[config.mk]
export PLATFORM = sky130hd
export DESIGN_NAME = mem_access_ctrl
export DESIGN_NICKNAME = d
export VERILOG_FILES = /design/src/rtl/mem_access_ctrl.sv
export SDC_FILE = /design/constraint.sdc
export NUM_CORES = 1
export LEC_CHECK = 0
export BUFFER_PORTS_ARGS = -buffer_cell sky130_fd_sc_hd__buf_4
export CAP_MARGIN = 20
export CORE_AREA = 4 4 181 183
export CTS_CLUSTER_DIAMETER = 200
export DETAILED_ROUTE_END_ITERATION = 12
export DIE_AREA = 0 0 185 187
export SLEW_MARGIN = 20
export SYNTH_ARGS = -nofsm -noshare
export SYNTH_HDL_FRONTEND = slang
export SYNTH_SLANG_ARGS = --single-unit
[constraint.sdc]
create_clock -name clk -period 15.22 [get_ports clk]
set_input_delay 3.044 -clock clk [delete_from_list [all_inputs] [get_ports clk]]
set_output_delay 3.044 -clock clk [all_outputs]
set_load 0.05 [all_outputs]
[src/rtl/mem_access_ctrl.sv]
// mem_access_ctrl: sequences one RV64 LD/SD at a time through a single-handshake data bus.
module mem_access_ctrl #(
  parameter int XLEN        = 64,
  parameter bit ALIGN_CHECK = 1'b1
) (
  input  logic            clk,
  input  logic            reset,
  input  logic            flush,
  input  logic            in_valid,
  output logic            in_ready,
  input  logic            is_load,
  input  logic            is_store,
  input  logic [XLEN-1:0] base,
  input  logic [XLEN-1:0] imm,
  input  logic [XLEN-1:0] wdata,
  output logic            dreq_valid,
  output logic            dreq_write,
  output logic [XLEN-1:0] dreq_addr,
  output logic [7:0]      dreq_strobe,
  output logic [XLEN-1:0] dreq_data,
  input  logic            dresp_data_ok,
  input  logic [XLEN-1:0] dresp_data,
  output logic            out_valid,
  input  logic            out_ready,
  output logic [XLEN-1:0] out_data,
  output logic            out_err
);
  typedef enum logic [1:0] {IDLE, REQ, RESP, DRAIN} state_t;
  state_t          state_q, state_d;
  logic [XLEN-1:0] addr_q, addr_d, wdata_q, wdata_d, data_q, data_d;
  logic            write_q, write_d, err_q, err_d;
  logic [XLEN-1:0] ea;
  logic            mem_op, bad;
  assign ea     = base + imm;
  assign mem_op = is_load | is_store;
  // Illegal encodings and misaligned memory ops complete with an error and never touch the bus.
  assign bad    = (is_load & is_store) | (mem_op & ALIGN_CHECK & (ea[2:0] != 3'd0));
  always_comb begin
    state_d = state_q;
    addr_d  = addr_q;
    wdata_d = wdata_q;
    data_d  = data_q;
    write_d = write_q;
    err_d   = err_q;
    case (state_q)
      IDLE: if (in_valid && !flush) begin
        addr_d  = ea;
        wdata_d = wdata;
        write_d = is_store;
        data_d  = '0;
        err_d   = bad;
        state_d = (mem_op && !bad) ? REQ : RESP;
      end
      REQ: if (dresp_data_ok) begin
        data_d  = write_q ? '0 : dresp_data;
        state_d = flush ? IDLE : RESP;
      end else if (flush) state_d = DRAIN;
      RESP:    if (flush || out_ready) state_d = IDLE;
      DRAIN:   if (dresp_data_ok) state_d = IDLE;
      default: state_d = IDLE;
    endcase
  end
  always_ff @(posedge clk or posedge reset) begin
    if (reset) begin
      state_q <= IDLE;
      addr_q  <= '0;
      wdata_q <= '0;
      data_q  <= '0;
      write_q <= 1'b0;
      err_q   <= 1'b0;
    end else begin
      state_q <= state_d;
      addr_q  <= addr_d;
      wdata_q <= wdata_d;
      data_q  <= data_d;
      write_q <= write_d;
      err_q   <= err_d;
    end
  end
  assign in_ready    = state_q == IDLE;
  assign dreq_valid  = (state_q == REQ) || (state_q == DRAIN);
  assign dreq_write  = dreq_valid & write_q;
  assign dreq_addr   = addr_q;
  assign dreq_strobe = dreq_write ? 8'hFF : 8'h00;
  assign dreq_data   = wdata_q;
  assign out_valid   = state_q == RESP;
  assign out_data    = out_valid ? data_q : '0;
  assign out_err     = out_valid & err_q;
endmodule

==> results.md <==
* Lkg Pwr at 8.062 nW
* Post-CTS Resized at 0
* Vias in the first global route at 10.95k
* Clock tree from TritonCTS: done
* Setup WS pre-CTS at 8.916 ns
* DRT Wirelength at 38.87 mm
* Postcts setup bufs at 0
* Input/output buffers at 468
* Clock latency at the later pin of the worst-skew pair at 0.44 ns
* Synth unique cells at 65
* Clock power frac at 24.4%
* Final instance area at 15,880 µm²
* Post-cts hold buffer count at 0
* Met3 GRT Util at 5.173%
* Cell count after synthesis at 1,402
* Busiest layer in global routing: met2
* Power, Total at 1.945 mW
* GP Congestion at 0.8635
* Mapped Area at 11,490 µm²
* Depth of the CTS H-tree at 4
* Vias per std cell at 5.000
* Crit Path Class: in -> reg
* Clock Skews at 0.01165 ns
* Total iterations of the first detailed-routing run at 5
* Nets at 2,132
* WHS at 0.4645 ns
* Final Cycle Share at 38.42%
* Total GRT Usage at 21.84%
* Total gr overflow at 0
* Min-Delay Path Class: reg -> reg
* Commonest non-fill, non-tap cells in the layout: 474 x buf_4, 445 x nand2_1, 196 x dfrtp_1
* Most common cell after layout, fill and taps aside: buf_4
* Clk buf depth at 2
* Worst-Margin Slew at 1.034 ns
* Synth warn at 0
* Crit path capture type: flop
* Number of synthesized flops with an enable pin at 0
* CP Launch Type: primary input
* Die Y at 187 µm
* M2 GR Usage at 37.12%
* Clock transition at path regs at 0.08 ns
* Area Growth Syn to Fin at 38.22%
* Area contributors post-synth: dfrtp_1 43%, nand2_1 15%, ha_1 6.9%
* Setup violators final at 0
* Met1 Resource Use GR at 27.74%
* Gate power share at 41.7%
* Area post-placement at 15,230 µm²
* Root Buffer: clkbuf_16
* DRC Markers at 0
* Ratio of cells with drive above 1 in the final layout at 28.95%
* Core area at 31,230 µm²
* Part of the power in registers at 33.9%
* First-pass GRT wire length at 60.62 mm
* Count of clock tree sinks at 196
* DIE AREA at 34,600 µm²
* Num ports at 469
* Switching Fraction at 42.94%
* Worst VDD drop at 0.07299 mV
* Net count after synthesis at 1,730
* Via count at 11.10k
* Req. time, crit path at 15.52 ns
* Starting Density at 36.78%
* Die width at 185 µm
* Total CTS buffers at 17
* Fin worst setup slack at 9.373 ns
* Post-Syn Area per Cell at 8.193 µm²
* Initial antenna violation count at 1
* Most common flop cell mapped by yosys: dfrtp_1
* Internal power at 1.110 mW
* Max frequency at 171.0 MHz
* Final critical-path required period at 5.847 ns
* P_sw at 0.8351 mW
* Largest net degree at the start of global routing at 122
* Seq/Total Area, Yosys at 42.70%
* WP data arrival at 6.15 ns
* Post-DP HPWL at 30.00 mm
* Setup TNS at 0 ns
* RSZ-0062 raised after global routing: no
* Final ANT Viol Nets at 0
* Pins over their slew limit at 0
* Max-cap violations at 0
* Slew headroom at 31.09%
* Final Hold Viols at 0
* Routed len/inst at 17.51 µm
* #FFs+latches synth at 196
* Ys async rst share at 100.0%
* Cell type with the largest total area after synthesis: dfrtp_1
* Critical Path Fanout Max at 4
* Rows at 65
* Initial DRC Count at 544
* Run status: finished clean
* Reg2reg setup slack at 12.60 ns
* Cell Pwr Density at 122.5 nW/µm²
* Yosys top cell area share at 42.70%
-- synth_stat cells (all sizes together) (22+ instances only) --
cell    count
dfrtp     196
nor2       27
ha         63
nand4      22
and2       74
clkbuf     72
o21ai     157
a21oi      73
nand2     445
a21o       34
xnor2      35
xor2       26
-- per-layer routing --
layer	part of all wire [%]	vias to the layer above
li1	-	5527
met4	1.8	2
met3	7.6	38
met1	41	5135
met2	49	398
met5	0.015	-
-- stage by stage --
step           util, %  cells
2_1_floorplan        -   1402
3_3_place_gp     48.69   2185
3_5_place_dp     48.77   2186
4_1_cts          50.75   2218
5_1_grt          50.84   2220
6_report         50.84   2220
-- worst paths after layout --
kind	to	depth (start not counted)	from
max	dreq_addr[50]$_DFFE_PP0P_	13	base[0]
min	err_q$_DFFE_PP0P_	2	err_q$_DFFE_PP0P_
max reg2reg	data_q[62]$_DFFE_PP0P_	4	state_q[0]$_DFFE_PP0P_
min reg2reg	err_q$_DFFE_PP0P_	2	err_q$_DFFE_PP0P_
max in group asynchronous	dreq_addr[62]$_DFFE_PP0P_	4	reset
min in group asynchronous	dreq_data[52]$_DFFE_PP0P_	2	reset
-- power by group through the flow --
stage | clock, mW | combinational, mW | sequential [mW]
floorplan | 0 | 0.232 | 0.957
global placement | 0 | 0.809 | 0.667
detailed placement | 0 | 0.815 | 0.669
CTS | 0.488 | 0.817 | 0.660
global route | 0.510 | 0.865 | 0.672
finish | 0.474 | 0.811 | 0.660
-- cells by family after synthesis --
kind of cell	share of synthesized area [%]
AO/OA/AOI/OAI	16.88
XOR/XNOR	4.651
adder cells (fa/ha/maj)	7.123
buffers and inverters	3.910
flip-flops	42.70
multiplexers	0.08714
AND/OR/NAND/NOR	24.65
-- worst max-delay path, cell delays in order --
cell and delay, ns:
buf_4 0.11, ha_1 0.22, fa_1 0.44, a21o_1 0.20
a221oi_1 0.44, o211a_1 0.28, o211ai_1 0.24, a211o_1 0.36
a31oi_1 0.26, o21ai_1 0.15, a21boi_1 0.17, xor2_1 0.17
o21ai_1 0.07
-- area by class of cell --
class / count / area, µm²
antenna: 1 / 2.502
inverter: 17 / 71.32
timing repair buffer: 476 / 3613
clock inverter: 13 / 162.7
multi-input combinational: 1096 / 6167
tap: 402 / 503.0
clock buffer: 19 / 452.9
fill: 3059 / 15350
sequential: 196 / 4905
-- sequential cells by signal, summed over array words and instances (netlist names) --
name,cells
state_q,2
write_q,1
dreq_data,64
data_q,64
err_q,1
dreq_addr,64
(Power assumes the default switching activity.)
